**src/rtl/bp_pkg.sv**
```systemverilog
// Shared definitions for the branch resolution path.
//
// Contents:
//   PC_WIDTH      - instruction address width used by the slot struct.
//   slot_t        - one pipeline slot of prediction state:
//                   {valid, pc, pred_taken, pred_target}.
//   is_mispredict - compares a slot's prediction with the actual EX outcome.
package bp_pkg;

  localparam int PC_WIDTH = 32;

  typedef struct packed {
    logic                valid;
    logic [PC_WIDTH-1:0] pc;
    logic                pred_taken;
    logic [PC_WIDTH-1:0] pred_target;
  } slot_t;

  // A prediction is wrong when:
  //   - a conditional branch went the other direction,
  //   - a taken branch went somewhere other than the predicted target, or
  //   - a non-branch was predicted taken (stale BTB alias).
  // The slot's valid bit is not looked at here; the caller qualifies it.
  function automatic logic is_mispredict(input slot_t               s,
                                         input logic                is_branch,
                                         input logic                taken,
                                         input logic [PC_WIDTH-1:0] target);
    logic wrong;
    if (is_branch) begin
      wrong = (s.pred_taken != taken) ||
              (s.pred_taken && taken && (s.pred_target != target));
    end else begin
      wrong = s.pred_taken;
    end
    return wrong;
  endfunction

endpackage

```
**src/rtl/bp_sat_counter.sv**
```systemverilog
// Saturating up-counter.
//
// Ports:
//   clk    - clock, counts on the rising edge.
//   rst_n  - synchronous active-low clear.
//   en     - increment request for this edge.
//   count  - current value; sticks at all-ones instead of wrapping.
module bp_sat_counter #(
  parameter int CNT_WIDTH = 32
) (
  input  logic                 clk,
  input  logic                 rst_n,
  input  logic                 en,
  output logic [CNT_WIDTH-1:0] count
);

  always_ff @(posedge clk) begin
    if (!rst_n) begin
      count <= '0;
    end else if (en && (count != {CNT_WIDTH{1'b1}})) begin
      count <= count + CNT_WIDTH'(1);
    end
  end

endmodule

```
**src/rtl/branch_resolve_unit.sv**
```systemverilog
// Branch resolution unit.
//
// Carries each fetched instruction's prediction through two slots (ID, EX),
// compares it with the actual outcome when the instruction resolves in EX,
// redirects fetch / flushes younger work on a mispredict, and one cycle
// later drives the BHT/BTB write port. Also keeps saturating counters of
// resolved branches and of redirects.
//
// Parameters:
//   PC_WIDTH  - instruction address width; the slot struct is sized by
//               bp_pkg::PC_WIDTH, so this must stay equal to it.
//   CNT_WIDTH - width of branch_cnt / mispred_cnt.
//
// Ports:
//   clk, rst_n                    - clock, synchronous active-low reset.
//   pc_if, pred_taken_if,
//   pred_target_if                - IF instruction and its prediction.
//   stall_if_id, stall_id_ex      - hold the ID / EX slot.
//   ex_is_branch, ex_taken,
//   ex_target                     - actual outcome of the EX instruction.
//   redirect, redirect_pc, flush  - combinational mispredict response.
//   bht_write, btb_write, upd_pc,
//   upd_taken, upd_target         - registered predictor update (1 cycle).
//   branch_cnt, mispred_cnt       - saturating performance counters.
module branch_resolve_unit #(
  parameter int PC_WIDTH  = 32,
  parameter int CNT_WIDTH = 32
) (
  input  logic                 clk,
  input  logic                 rst_n,
  input  logic [PC_WIDTH-1:0]  pc_if,
  input  logic                 pred_taken_if,
  input  logic [PC_WIDTH-1:0]  pred_target_if,
  input  logic                 stall_if_id,
  input  logic                 stall_id_ex,
  input  logic                 ex_is_branch,
  input  logic                 ex_taken,
  input  logic [PC_WIDTH-1:0]  ex_target,
  output logic                 redirect,
  output logic [PC_WIDTH-1:0]  redirect_pc,
  output logic                 flush,
  output logic                 bht_write,
  output logic                 btb_write,
  output logic [PC_WIDTH-1:0]  upd_pc,
  output logic                 upd_taken,
  output logic [PC_WIDTH-1:0]  upd_target,
  output logic [CNT_WIDTH-1:0] branch_cnt,
  output logic [CNT_WIDTH-1:0] mispred_cnt
);

  import bp_pkg::*;

  slot_t id_slot;
  slot_t ex_slot;
  slot_t if_slot;

  logic  resolve;
  logic  mispred;
  logic  branch_resolved;
  logic  upd_fire;

  // Incoming IF instruction packed as a slot.
  always_comb begin
    if_slot             = '0;
    if_slot.valid       = 1'b1;
    if_slot.pc          = pc_if;
    if_slot.pred_taken  = pred_taken_if;
    if_slot.pred_target = pred_target_if;
  end

  // An instruction resolves only when it is real and allowed to leave EX.
  assign resolve         = ex_slot.valid && !stall_id_ex;
  assign mispred         = resolve &&
                           is_mispredict(ex_slot, ex_is_branch, ex_taken, ex_target);
  assign branch_resolved = resolve && ex_is_branch;

  // Something is written to the predictors for every resolved branch and for
  // a non-branch that hit a stale BTB entry (so the entry gets invalidated).
  assign upd_fire = resolve && (ex_is_branch || ex_slot.pred_taken);

  // Mispredict response. redirect_pc is forced to zero when not redirecting
  // so it is quiet out of reset and between mispredicts.
  always_comb begin
    redirect    = mispred;
    flush       = mispred;
    redirect_pc = '0;
    if (mispred) begin
      if (ex_is_branch && ex_taken) begin
        redirect_pc = ex_target;
      end else begin
        redirect_pc = ex_slot.pc + PC_WIDTH'(4);
      end
    end
  end

  // Slot pipeline. A redirect kills both slots (and the instruction that IF
  // presents this cycle) regardless of stalls. stall_id_ex=1 holds both
  // slots, which also absorbs the illegal stall_if_id=0/stall_id_ex=1 case.
  // With only ID held, EX drains and takes a bubble.
  always_ff @(posedge clk) begin
    if (!rst_n || mispred) begin
      id_slot <= '0;
      ex_slot <= '0;
    end else if (!stall_id_ex) begin
      if (stall_if_id) begin
        ex_slot <= '0;
      end else begin
        ex_slot <= id_slot;
        id_slot <= if_slot;
      end
    end
  end

  // Predictor update stage, one cycle after resolution. The strobes are
  // recomputed every edge so each pulse lasts exactly one cycle; the data
  // fields hold their last value between updates.
  always_ff @(posedge clk) begin
    if (!rst_n) begin
      bht_write  <= 1'b0;
      btb_write  <= 1'b0;
      upd_pc     <= '0;
      upd_taken  <= 1'b0;
      upd_target <= '0;
    end else begin
      bht_write <= branch_resolved;
      // Taken branches train the BTB; an aliased non-branch invalidates it.
      btb_write <= resolve && (ex_is_branch ? ex_taken : ex_slot.pred_taken);
      if (upd_fire) begin
        upd_pc     <= ex_slot.pc;
        upd_taken  <= ex_is_branch && ex_taken;
        upd_target <= ex_is_branch ? ex_target : ex_slot.pred_target;
      end
    end
  end

  bp_sat_counter #(
    .CNT_WIDTH (CNT_WIDTH)
  ) u_branch_cnt (
    .clk   (clk),
    .rst_n (rst_n),
    .en    (branch_resolved),
    .count (branch_cnt)
  );

  bp_sat_counter #(
    .CNT_WIDTH (CNT_WIDTH)
  ) u_mispred_cnt (
    .clk   (clk),
    .rst_n (rst_n),
    .en    (mispred),
    .count (mispred_cnt)
  );

endmodule

```
**config.mk**
```make
export PLATFORM = sky130hd
export DESIGN_NAME = branch_resolve_unit
export DESIGN_NICKNAME = d
export VERILOG_FILES = /design/src/rtl/bp_pkg.sv /design/src/rtl/bp_sat_counter.sv /design/src/rtl/branch_resolve_unit.sv
export SDC_FILE = /design/constraint.sdc
export NUM_CORES = 1
export LEC_CHECK = 0
export ABC_AREA = 0
export CAP_MARGIN = 20
export CORE_AREA = 2 2 200 202
export DETAILED_ROUTE_END_ITERATION = 16
export DIE_AREA = 0 0 202 204
export REMOVE_ABC_BUFFERS = 1
export SETUP_SLACK_MARGIN = 0.4
export SYNTH_ARGS = -nofsm -noshare
export SYNTH_HDL_FRONTEND = slang
export SYNTH_HIERARCHICAL = 1
export SYNTH_SLANG_ARGS = --single-unit
```
**constraint.sdc**
```tcl
create_clock -name clk -period 4.25 [get_ports clk]
set_input_delay 0.6375 -clock clk [delete_from_list [all_inputs] [get_ports clk]]
set_output_delay 0.6375 -clock clk [all_outputs]
set_load 0.005 [all_outputs]
```
After elaboration in Yosys (flattened, before gate mapping)
Index checks and enable logic that the tools add are counted.

cells by class
  $add $sub $neg = 3
  reductions and logical operators = 16
  bitwise operators = 2
  equality and inequality tests = 4
  mux-type cells = 6

operators with widths
  operator                 number
  $mux W32                 3
  $mux W66                 1
  $add A32 B1 Y32 const B  2
  $ne A32 B32 Y1 const B   2
  $add A32 B3 Y32 const B  1
  $ne A32 B32 Y1           1
  $logic_and A1 B1 Y1      10
  $logic_or A1 B1 Y1       3
  $logic_not A1 Y1         2
  $mux W1                  2
  $not A1 Y1               2
  $reduce_and A2 Y1        1
  $ne A1 B1 Y1             1

storage, ports and cells
  input bits = 103
  word-level logic and storage cells = 46
  flip-flop bits (word level) = 263
  output and inout port bits = 165

Logic depth before layout (Yosys ltp)
  depth in word-level cells = 6
  depth in mapped cells = 12
  gate-level depth less buffers = 10

Cells and area by module
The synthesis kept the hierarchy.

modules (own cells, without submodules)
  module               area each (µm²)  sequential area each (µm²)  cells an instance  times used
  branch_resolve_unit  10089.7          3983.8                      1002               1
  bp_sat_counter       1704.1           640.6                       200                2

Least setup slack after synthesis
No wires, ideal clock.

  path kind = in2reg
  from = input port stall_id_ex
  to = register u_mispred_cnt.count[31]
  stages on the path = 11
  required time = 4.180 ns
  setup time = 0.070 ns
  data arrival time = 3.462 ns
  setup slack = 0.718 ns
  buffers on the path = 2
  path through = clkbuf_1 nand2b_1 nor2_1 buf_2 o21ai_1 nand2_1 nand4_1 or4_4 or3_1 or4_1 a21oi_1

on the way
  cells in the longest elaborated chain, start to end = 4

RTL lines
  item                  line                       RTL
  from (decl)           branch_resolve_unit.sv:35  input logic stall_id_ex,
  $logic_not A1 Y1      --
  $logic_and A1 B1 Y1   branch_resolve_unit.sv:72  assign resolve = ex_slot.valid && !stall_id_ex;
  $logic_and A1 B1 Y1   branch_resolve_unit.sv:73  assign mispred = resolve &&
  via flush             branch_resolve_unit.sv:41  output logic flush,
  $logic_and A1 B1 Y1   bp_sat_counter.sv:20       end else if (en && (count != {CNT_WIDTH{1'b1}})) begin
  to (signal assigned)  bp_sat_counter.sv:21       count <= count + CNT_WIDTH'(1);
  to (decl)             bp_sat_counter.sv:14       output logic [CNT_WIDTH-1:0] count

The timed path passes the listed nets, and every way through them passes these cells.
A chain may end at the register's enable or synchronous reset.

Final worst setup path
  from = register ex_slot[38] in the netlist's numbering
  to = output port redirect_pc[30]

on the way
  cells in the longest elaborated chain, start to end = 3

RTL lines
  item                    line                        RTL
  from (decl)             branch_resolve_unit.sv:54   slot_t ex_slot;
  from (signal assigned)  branch_resolve_unit.sv:108  ex_slot <= id_slot;
  $add A32 B3 Y32         branch_resolve_unit.sv:91   redirect_pc = ex_slot.pc + PC_WIDTH'(4);
  $mux W32                branch_resolve_unit.sv:88   if (ex_is_branch && ex_taken) begin
  $mux W32                branch_resolve_unit.sv:87   if (mispred) begin
  to (decl)               branch_resolve_unit.sv:40   output logic [PC_WIDTH-1:0] redirect_pc,

Every way passes these cells.

==> qor.yml <==
timing:
  tightestPinTransition_ns: 1.058
  tns_ns: 0
  hold_viol_final: 0
  relSlewSlack_pct: 29.48
  rsz0062_at_grt: "true"
  period_minus_slack_ns: 3.811
  setup_viol: 0
  clock_skew_ns: 0.01856
  post-route-period-util_pct: 89.67
  fmax_mhz: 262.4
  slew_violations: 0
routing:
  ant_nets: 0
  via_per_inst: 5.587
  drc: 0
  drt-pass1-iter-count: 5
  drtIter0Drc: 757
  routed_wirelength_microns: 45590
  routedWlPerCell_microns: 21.03
  vias: 12110
placed_design:
  place_area_sq_mm: 0.01663
  dpl.cell_count: 2101
  dp_hpwl_microns: 31410
  io_buffers: 267
  gp_congestion: 0.9053
layout:
  final_cell_mix: "250 x dfxtp_1, 242 x clkdlybuf4s50_1, 148 x nand2_1"
  mostFrequentLayoutCell: "dfxtp_1"
  fin_area_sq_mm: 0.01792
  final_core_util_pct: 45.75
  drive_above_1_share_pct: 14.62
  area_delta_synth_final_pct: 32.80
  fin_cells: 2168
  final_nets: 1725
clock_tree:
  root_buffer: "clkbuf_16"
  insertion_delay_ns: 0.58
  cts_buffer_depth: 3
  cts.sinks: 263
  cts_made_buffers: 31
  tritoncts: "done"
  htree_levels: 1
  clk_pin_slew_ns: 0.06
  ctsHoldBuffers: 0
grt:
  gr-max-usage-layer: "met2"
  grtUsageMet3_pct: 5.357
  grt_overflow_total: 0
  grt_pass1_vias: 11730
  grt_pass1_wl_microns: 70100
  grtUsageMet2_pct: 34.89
  antenna_found_initial: 5
  track_usage_pct: 21.37
  gr-usage-met1_pct: 28.24
  grt_max_degree: 110
logic_synthesis:
  syn_area_sq_mm: 0.01350
  avgSynthCellArea_sq_um: 9.628
  yosysUniqueCellTypes: 53
  yosysSeqAreaShare_pct: 39.01
  yosysWarnings: 6
  netlist_instances: 1402
  ys_ff_latch: 263
critical_path:
  max_stage_delay_ns: 0.60
  path_max_fanout: 7
  criticalPathCategory: "reg -> out"
  worstPathCellList: "nand4_1, or4_4, nor3_1, xnor2_1, a211oi_1, clkdlybuf4s50_1"
  cp.required_ns: 3.61
  cpMaxStageDelayCell: "or4_4"
  worst_setup_path_end_kind: "primary output"
  cp-start-kind: "flip-flop"
  worst_ep_arrival_time_ns: 3.17
floorplan:
  die_h_microns: 204
  die_area_sq_mm: 0.04121
  start_util_pct: 34.45
  chipWidth_microns: 202
  rows: 73
  io_pins: 268
  core_sq_mm: 0.03918
power:
  comb_power_share_pct: 7.4
  p_switching_uw: 1329
  peakVddDrop_mv: 0.3225
  clock_power_share_pct: 47.8
  power_density_mw_per_mm2: 316.6
  swShare_pct: 23.42
  p_leak_uw: 0.006361
  internal-power_uw: 4346
  pwr-share-seq_pct: 44.8
worst_hold_path:
  hold_path.class: "reg -> reg"
status:
  status: "finished clean"
flow_run:
  cap_violations: 0
flip-flops by register name (all words and copies together), names as in the netlist:
signal	cells
ex_slot	66
upd_pc	32
bht_write	1
btb_write	1
u_branch_cnt/count	32
upd_target	32
id_slot	66
u_mispred_cnt/count	32
upd_taken	1
critical path: cells and delay by family, from the launching register on:
family                 cells  cell delay (ns)
AO/OA/AOI/OAI              1             0.33
XOR/XNOR                   1             0.20
flip-flops                 1             0.41
AND/OR/NAND/NOR            3             1.10
buffers and inverters      1             0.56
Yosys cell counts, drive strengths merged:
library cell	instances	area (sq um)
a2111o	2	22.52
a2111oi	2	17.52
a211oi	20	150.1
a21boi	33	247.7
a21o	2	15.01
a21oi	34	170.2
a221oi	4	35.03
a22oi	69	518.0
a31oi	3	18.77
and2	7	43.79
and3	8	50.05
and3b	1	8.760
and4	16	140.1
buf	41	265.3
clkbuf	93	351.6
dfxtp	263	5265
ha	4	50.05
inv	9	33.78
mux2	1	11.26
mux2i	117	1171
nand2	150	563.0
nand2b	19	118.9
nand3	39	215.2
nand3b	1	7.510
nand4	31	200.2
nor2	41	153.9
nor2b	2	12.51
nor3	13	65.06
nor4	24	150.1
nor4b	131	1648
o211a	33	330.3
o211ai	6	45.04
o21a	2	15.01
o21ai	38	190.2
o311ai	4	35.03
o31a	2	17.52
o31ai	22	165.2
o41ai	8	85.08
or3	14	97.59
or4	29	236.5
xnor2	14	122.6
xor2	50	437.9
power groups by stage:
stage | Sequential, uW | Clock [uW] | Combinational [uW]
finish | 2540 | 2710 | 420
global route | 2550 | 2890 | 450
CTS | 2540 | 2800 | 422
detailed placement | 2600 | 0 | 418
global placement | 2590 | 0 | 414
floorplan | 2590 | 0 | 200
layer usage:
layer / part of all wire, % / vias to the layer above / wire length [microns]
li1: - / 5720 / -
met1: 45 / 5972 / 20460
met2: 46 / 350 / 21050
met3: 6.8 / 62 / 3100
met4: 2.0 / 8 / 925
met5: 0.12 / - / 55
per-stage QoR:
| step | power (uW) | hold slack, ns | setup slack, ns |
|---|---|---|---|
| 6_report | 5675 | 0.4613 | 0.4390 |
| 5_1_grt | 5891 | 0.4561 | 0.3054 |
| 4_1_cts | 5765 | 0.4398 | 0.3796 |
| 3_5_place_dp | 3013 | 0.4571 | -0.003105 |
| 3_3_place_gp | 3008 | 0.4488 | -0.06921 |
| 2_1_floorplan | 2786 | 0.4536 | -7.087 |
layout make-up:
class	instances	area, sq um
multi-input cells	996	7765
clock inverters	12	142.6
clock buffers	45	888.4
repair buffers	317	3154
flip-flops and latches	263	5281
fillers	3715	21260
diodes	1	2.502
well taps	525	656.9
inverters	9	33.78
cells by family (layout without fill, tap and decap cells):
logic type | Yosys count | after routing | share of synthesized area (%)
other | 0 | 1 | 0
adder cells (fa/ha/maj) | 4 | 4 | 0.3708
AO/OA/AOI/OAI | 284 | 284 | 15.40
AND/OR/NAND/NOR | 526 | 526 | 27.49
flip-flops | 263 | 263 | 39.01
multiplexers | 118 | 118 | 8.760
buffers and inverters | 143 | 383 | 4.820
XOR/XNOR | 64 | 64 | 4.153
final timing paths:
kind / startpoint / to / slack, ns / cells past startpoint
min: upd_pc[13]$_SDFFE_PN0P_ / upd_pc[13]$_SDFFE_PN0P_ / 0.46 / 2
min reg2reg: upd_pc[13]$_SDFFE_PN0P_ / upd_pc[13]$_SDFFE_PN0P_ / 0.46 / 2
max reg2reg: ex_slot[31]$_SDFFE_PP0N_ / u_mispred_cnt/count[31]$_SDFFE_PN0P_ / 0.97 / 13
max: ex_slot[38]$_SDFFE_PP0N_ / redirect_pc[30] / 0.44 / 6
repair_timing:
action,4_1_cts,5_1_grt
gates cloned,1,0
gates resized for setup,39,25
buffers inserted,6,2
endpoints found under the setup margin,26,30
pin swaps,6,7
endpoints found under the hold margin,0,0
Note: power is estimated with default switching activity, not from simulation.
